===== src/rtl/axis_rr_arbiter.sv =====
// axis_rr_arbiter: packet-level round-robin arbiter sharing one AXI-Stream port between N_REQ requesters
module axis_rr_arbiter #(
    parameter int DATA_WIDTH = 32,
    parameter int N_REQ      = 2,
    parameter int MAX_BEATS  = 16
) (
    input  logic                          aclk,
    input  logic                          areset,
    input  logic [N_REQ*DATA_WIDTH-1:0]   s_axis_tdata,
    input  logic [N_REQ*DATA_WIDTH/8-1:0] s_axis_tstrb,
    input  logic [N_REQ-1:0]              s_axis_tvalid,
    input  logic [N_REQ-1:0]              s_axis_tlast,
    output logic [N_REQ-1:0]              s_axis_tready,
    output logic [DATA_WIDTH-1:0]         m_axis_tdata,
    output logic [DATA_WIDTH/8-1:0]       m_axis_tstrb,
    output logic                          m_axis_tvalid,
    output logic                          m_axis_tlast,
    input  logic                          m_axis_tready,
    output logic [$clog2(N_REQ)-1:0]      grant_id,
    output logic                          busy,
    output logic                          err_trunc
);
    localparam int SW = DATA_WIDTH / 8;
    localparam int GW = $clog2(N_REQ);
    localparam int CW = $clog2(MAX_BEATS + 1);
    typedef enum logic {IDLE, XFER} state_t;
    state_t        state_q;
    logic [GW-1:0] ptr_q, grant_q, pick, idx;
    logic [CW-1:0] cnt_q;
    logic          err_q, xfer, fwd, at_limit, accept;
    // Scan downward so the first valid requester at or above the pointer wins.
    always_comb begin
        pick = ptr_q;
        idx  = ptr_q;
        for (int k = N_REQ - 1; k >= 0; k--) begin
            idx = GW'((int'(ptr_q) + k) % N_REQ);
            if (s_axis_tvalid[idx]) pick = idx;
        end
    end
    assign xfer          = state_q == XFER;
    assign fwd           = xfer & ~areset;
    assign at_limit      = cnt_q == CW'(MAX_BEATS - 1);
    assign m_axis_tvalid = fwd & s_axis_tvalid[grant_q];
    assign m_axis_tdata  = fwd ? s_axis_tdata[grant_q*DATA_WIDTH +: DATA_WIDTH] : '0;
    assign m_axis_tstrb  = fwd ? s_axis_tstrb[grant_q*SW +: SW] : '0;
    assign m_axis_tlast  = fwd & (s_axis_tlast[grant_q] | at_limit);
    assign s_axis_tready = (fwd & m_axis_tready) ? N_REQ'(1) << grant_q : '0;
    assign accept        = m_axis_tvalid & m_axis_tready;
    assign grant_id      = grant_q;
    assign busy          = xfer;
    assign err_trunc     = err_q;
    always_ff @(posedge aclk) begin
        if (areset) begin
            state_q <= IDLE;
            ptr_q   <= '0;
            grant_q <= '0;
            cnt_q   <= '0;
            err_q   <= 1'b0;
        end else if (!xfer) begin
            if (|s_axis_tvalid) begin
                state_q <= XFER;
                grant_q <= pick;
                cnt_q   <= '0;
            end
        end else if (accept) begin
            if (m_axis_tlast) begin
                state_q <= IDLE;
                ptr_q   <= (grant_q == GW'(N_REQ - 1)) ? '0 : grant_q + 1'b1;
                err_q   <= err_q | ~s_axis_tlast[grant_q];
            end else begin
                cnt_q <= cnt_q + 1'b1;
            end
        end
    end
endmodule


===== config.mk =====
export PLATFORM = sky130hd
export DESIGN_NAME = axis_rr_arbiter
export DESIGN_NICKNAME = d
export VERILOG_FILES = /design/src/rtl/axis_rr_arbiter.sv
export SDC_FILE = /design/constraint.sdc
export NUM_CORES = 1
export LEC_CHECK = 0
export ABC_AREA = 1
export CAP_MARGIN = 5
export CORE_ASPECT_RATIO = 0.7
export CORE_MARGIN = 5
export CORE_UTILIZATION = 29
export DETAILED_ROUTE_END_ITERATION = 7
export PLACE_DENSITY_LB_ADDON = 0.12
export REMOVE_ABC_BUFFERS = 1
export SYNTH_ARGS = -nofsm -noshare
export SYNTH_HDL_FRONTEND = slang
export SYNTH_SLANG_ARGS = --single-unit

===== constraint.sdc =====
create_clock -name aclk -period 2.3 [get_ports aclk]
set_input_delay 0.46 -clock aclk [delete_from_list [all_inputs] [get_ports aclk]]
set_output_delay 0.46 -clock aclk [all_outputs]
set_load 0.01 [all_outputs]

# [Yosys cells after proc, flatten, opt, wreduce, memory -nomap -nowiden]
# Index checks and enable logic that the tools add are counted.
[word_totals] input_bits=79 reg_bits=9 output_inout_bits=43
[op_classes] addsub=3 n_eq_ne=3 reduce_logical=5 magnitude_cmp=3 n_bitwise=10 mux=22 shift=3
[ops] op="$shiftx A64 B7 Y32" n=1
[ops] op="$mux W32" n=1
[ops] op="$mux W5" n=4
[ops] op="$mux W1" n=15
[ops] op="$shiftx A8 B4 Y4" n=1
[ops] op="$lt A1 B2 Y1 const B" n=3
[ops] op="$reduce_and A3 Y1" n=2
[ops] op="$add A5 B1 Y5 const B" n=1
[ops] op="$and A1 B1 Y1" n=5
[ops] op="$eq A5 B4 Y1 const B" n=1
[ops] op="$mux W4" n=1
[ops] op="$not A1 Y1" n=3
[ops] op="$add A1 B1 Y1 const B" n=2
[ops] op="$mux W2" n=1
[ops] op="$ne A2 B1 Y1 const B" n=1
[ops] op="$ne A2 B2 Y1 const B" n=1
[ops] op="$or A1 B1 Y1" n=2
[ops] op="$reduce_and A2 Y1" n=1
[ops] op="$reduce_bool A2 Y1" n=1
[ops] op="$reduce_or A2 Y1" n=1
[ops] op="$shl A1 B1 Y2 const A" n=1

# [Longest topological paths before layout]
[logic_depth] ltp_word=7 mapped_depth=11 depth_no_buf=11

# [Least setup slack after synthesis]
# OpenSTA, ideal clock, no wires.
[synth_path] kind="register -> output" startpoint="reg grant_q, in the netlist grant_id" endpoint="out m_axis_tdata[10]" stages_incl_launch_ff=5 n_path_buf=2 path_slack_ns=0.719 arrival_time_ns=1.121 path_cell_list="dfxtp_1 > buf_2 > buf_2 > nand2_1 > a21oi_1"
[synth_via] elab_chain_cells=2
[synth_lines] item="from (decl)" line="28" text="logic [GW-1:0] ptr_q, grant_q, pick, idx;"
[synth_lines] item="from (signal assigned)" line="62" text="grant_q <= pick;"
[synth_lines] item="$shiftx A64 B7 Y32" line="44" text="assign m_axis_tdata = fwd ? s_axis_tdata[grant_q*DATA_WIDTH +: DATA_WIDTH] : '0;"
[synth_lines] item="$mux W32" line="44"
[synth_lines] item="to (decl)" line="14" text="output logic [DATA_WIDTH-1:0] m_axis_tdata,"
# Every way passes these cells.

# [Worst setup path after layout]
[layout_path] startpoint="in areset" endpoint="out m_axis_tvalid"
[layout_via] elab_chain_cells=3
[layout_lines] item="from (decl)" line="8" text="input logic areset,"
[layout_lines] item="$not A1 Y1" line="41" text="assign fwd = xfer & ~areset;"
[layout_lines] item="$and A1 B1 Y1" line="41"
[layout_lines] item="$and A1 B1 Y1" line="43" text="assign m_axis_tvalid = fwd & s_axis_tvalid[grant_q];"
[layout_lines] item="to (decl)" line="16" text="output logic m_axis_tvalid,"
# Every way passes these cells.

==> results.py <==
metrics = {
    "status": {
        "status": "finished clean",
    },
    "logic_synthesis": {
        "ys.warnings.count": 0,
        "synth.top_cell.area_share": 0.322,
        "synth-edff-count": 0,
        "ys_ff_latch": 9,
        "syn_area_um2": 1030,
        "ys_seq_area_frac": 0.176,
        "synth_flop_cell": "dfxtp_1",
        "synthTopCellsByArea": "nand2_1 (32%), a21oi_1 (20%), dfxtp_1 (18%), nor2_1 (5.1%), buf_2 (3.4%)",
        "ys_types": 21,
        "avgSynthCellArea_um2": 5.13,
        "async_flop_share": 0,
        "synthCells": 200,
        "yosys.area.top_type": "nand2_1",
    },
    "placement": {
        "post-place-ws_ns": -0.154,
        "port_buffers": 121,
        "placed_area_um2": 2350,
        "hpwlAfterDp_mm": 4.07,
        "place_congestion": 0.801,
    },
    "die": {
        "ioPinCount": 122,
        "die_area_um2": 4850,
        "die_h_um": 59.8,
        "rows": 18,
        "start_util": 0.296,
        "core_um2": 3470,
        "die_x_um": 81.1,
    },
    "cts": {
        "clkSinkCount": 9,
        "cts_root_buf": "clkbuf_8",
        "tritoncts": "built",
        "cts.htree.levels": 1,
        "cts.clk_slew.worst_paths_ns": 0.05,
        "holdBufCountCts": 0,
        "clk_latency_ns": 0.24,
        "cts_setup_buffers": 0,
        "cts_max_path_buffers": 2,
        "cts_buffers": 3,
    },
    "timing": {
        "period_minus_slack_ns": 2.17,
        "rsz0062_at_grt": "false",
        "fin_crit_sh": 0.943,
        "fin_setup_tns_ns": 0,
        "worst_slew_pin_slew_ns": 0.257,
        "setup_slack_ns": 0.132,
        "holdWs_ns": 0.503,
        "finalHoldViolations": 0,
        "timing.slew.headroom": 0.829,
        "fmax_ghz": 0.461,
        "slew_violations": 0,
        "skew_ns": 0.00286,
        "setup_viol": 0,
    },
    "job": {
        "maxCapViolCount": 0,
    },
    "grt": {
        "grt_pass1_vias": 1665,
        "grt_max_degree": 27,
        "gr-usage-all-layers": 0.209,
        "gr-usage-met1": 0.235,
        "grt_remaining_overflow": 0,
        "antenna_found_initial": 0,
        "use_met2": 0.366,
        "top_usage_layer": "met2",
        "grt_pass1_wl_mm": 7.89,
        "grtUsageMet3": 0.0828,
    },
    "worst_hold_path": {
        "hold_depth": 2,
        "worst_hold_path_type": "register to register",
    },
    "drt": {
        "wl_per_cell_um": 13.1,
        "wirelength_mm": 4.91,
        "drc": 0,
        "viasPerCell": 4.49,
        "detail-route-antenna-nets": 0,
        "drtPass1Iterations": 5,
        "initialDrtViolationCount": 81,
        "vias": 1681,
    },
    "finish": {
        "postLayoutCellArea_um2": 2350,
        "syn_to_final_growth_pct": 129,
        "regArea_um2": 183,
        "antenna_cells": 0,
        "num-nets-final": 406,
        "final_common_cell": "nand2_1",
        "drive_above_1_share": 0.0833,
        "multi_input_comb_area_um2": 743,
        "final_cell_mix": "nand2_1 (88), clkdlybuf4s50_1 (81), a21oi_1 (40), dlygate4sd2_1 (40), nor2_1 (14)",
        "fillers": 352,
    },
    "worst_setup_path": {
        "path_class": "primary input to output port",
        "worstPathArrival_ns": 1.71,
        "cp-end-kind": "output port",
        "cp-start-kind": "primary input",
        "reg2reg_depth": 11,
        "worstPathRequired_ns": 1.84,
        "cp_max_fo": 20,
    },
    "power": {
        "p_sw_frac": 0.343,
        "pwr-share-comb": 0.534,
        "vdd.ir_drop.worst_mv": 0.345,
        "p_clk_frac": 0.236,
        "internal_power_mw": 0.531,
        "cellPowerDensity_nw_per_um2": 344,
        "p_leak_nw": 1.17,
        "p_sw_mw": 0.277,
        "seq_power_share": 0.229,
    },
}
-- worst paths after layout --
kind,slack (ns),to,start
setup / recovery,0.13,m_axis_tvalid,areset
hold / removal,0.50,cnt_q[3],cnt_q[3]
setup reg to reg,0.65,err_trunc,cnt_q[0]
hold reg to reg,0.50,cnt_q[3],cnt_q[3]
-- worst max-delay path, stage by stage --
cell             delay [ns]
clkdlybuf4s50_1        0.46
nor2_4                 0.14
inv_2                  0.07
buf_12                 0.15
a21oi_1                0.12
dlygate4sd2_1          0.30
-- power groups by stage --
| stage | clock (mW) | sequential, mW | combinational, mW |
|---|---|---|---|
| after floorplan | 0 | 0.194 | 0.164 |
| after global placement | 0 | 0.187 | 0.461 |
| after detailed placement | 0 | 0.187 | 0.465 |
| after CTS | 0.196 | 0.185 | 0.435 |
| after global routing | 0.209 | 0.188 | 0.475 |
| final | 0.191 | 0.185 | 0.432 |
-- registers in the layout (all words and copies together) (netlist names) --
register   count
busy           1
cnt_q          5
err_trunc      1
grant_id       1
ptr_q          1
-- per-stage QoR --
stage / utilization / std cells / total power [mW]
2_1_floorplan: - / 188 / 0.357
3_3_place_gp: 0.679 / 370 / 0.648
3_5_place_dp: 0.679 / 370 / 0.652
4_1_cts: 0.678 / 374 / 0.817
5_1_grt: 0.678 / 374 / 0.872
6_report: 0.678 / 374 / 0.809
-- Yosys cell counts, types with 2 or more instances --
| cell type | count |
|---|---|
| inv_1 | 9 |
| inv_2 | 4 |
| nand3_1 | 6 |
| a21oi_1 | 40 |
| buf_2 | 7 |
| nand2_2 | 3 |
| nor2_1 | 14 |
| o21ai_1 | 2 |
| dfxtp_1 | 9 |
| nor3_1 | 3 |
| nand2_1 | 88 |
| clkbuf_1 | 5 |
| ha_1 | 2 |
-- cell type report --
type / instances / area share
Timing Repair Buffer: 132 / 0.539
Clock buffer: 3 / 0.0176
Multi-Input combinational cell: 166 / 0.316
Clock inverter: 1 / 0.00213
Tap cell: 50 / 0.0266
Inverter: 13 / 0.0207
Sequential cell: 9 / 0.0777
-- layer usage --
layer / wire length [µm] / vias up
met3: 563 / 10
met5: 0 / -
met1: 1990 / 706
met2: 2240 / 78
met4: 118 / 0
li1: - / 887
-- kinds of logic (layout without fill, tap and decap cells) --
| family | Yosys count | after routing | share of synthesized area |
|---|---|---|---|
| simple gates | 120 | 120 | 0.482 |
| compound gates | 44 | 44 | 0.218 |
| buf+inv | 25 | 149 | 0.100 |
| flops | 9 | 9 | 0.176 |
| fa+ha+maj | 2 | 2 | 0.0244 |
-- what timing repair did --
item / CTS / global route
endpoints found under the hold margin: 0 / 0
resized for setup: 42 / 0
setup endpoints to repair: 40 / 0
No activity file was read; power rests on OpenSTA's default activity.
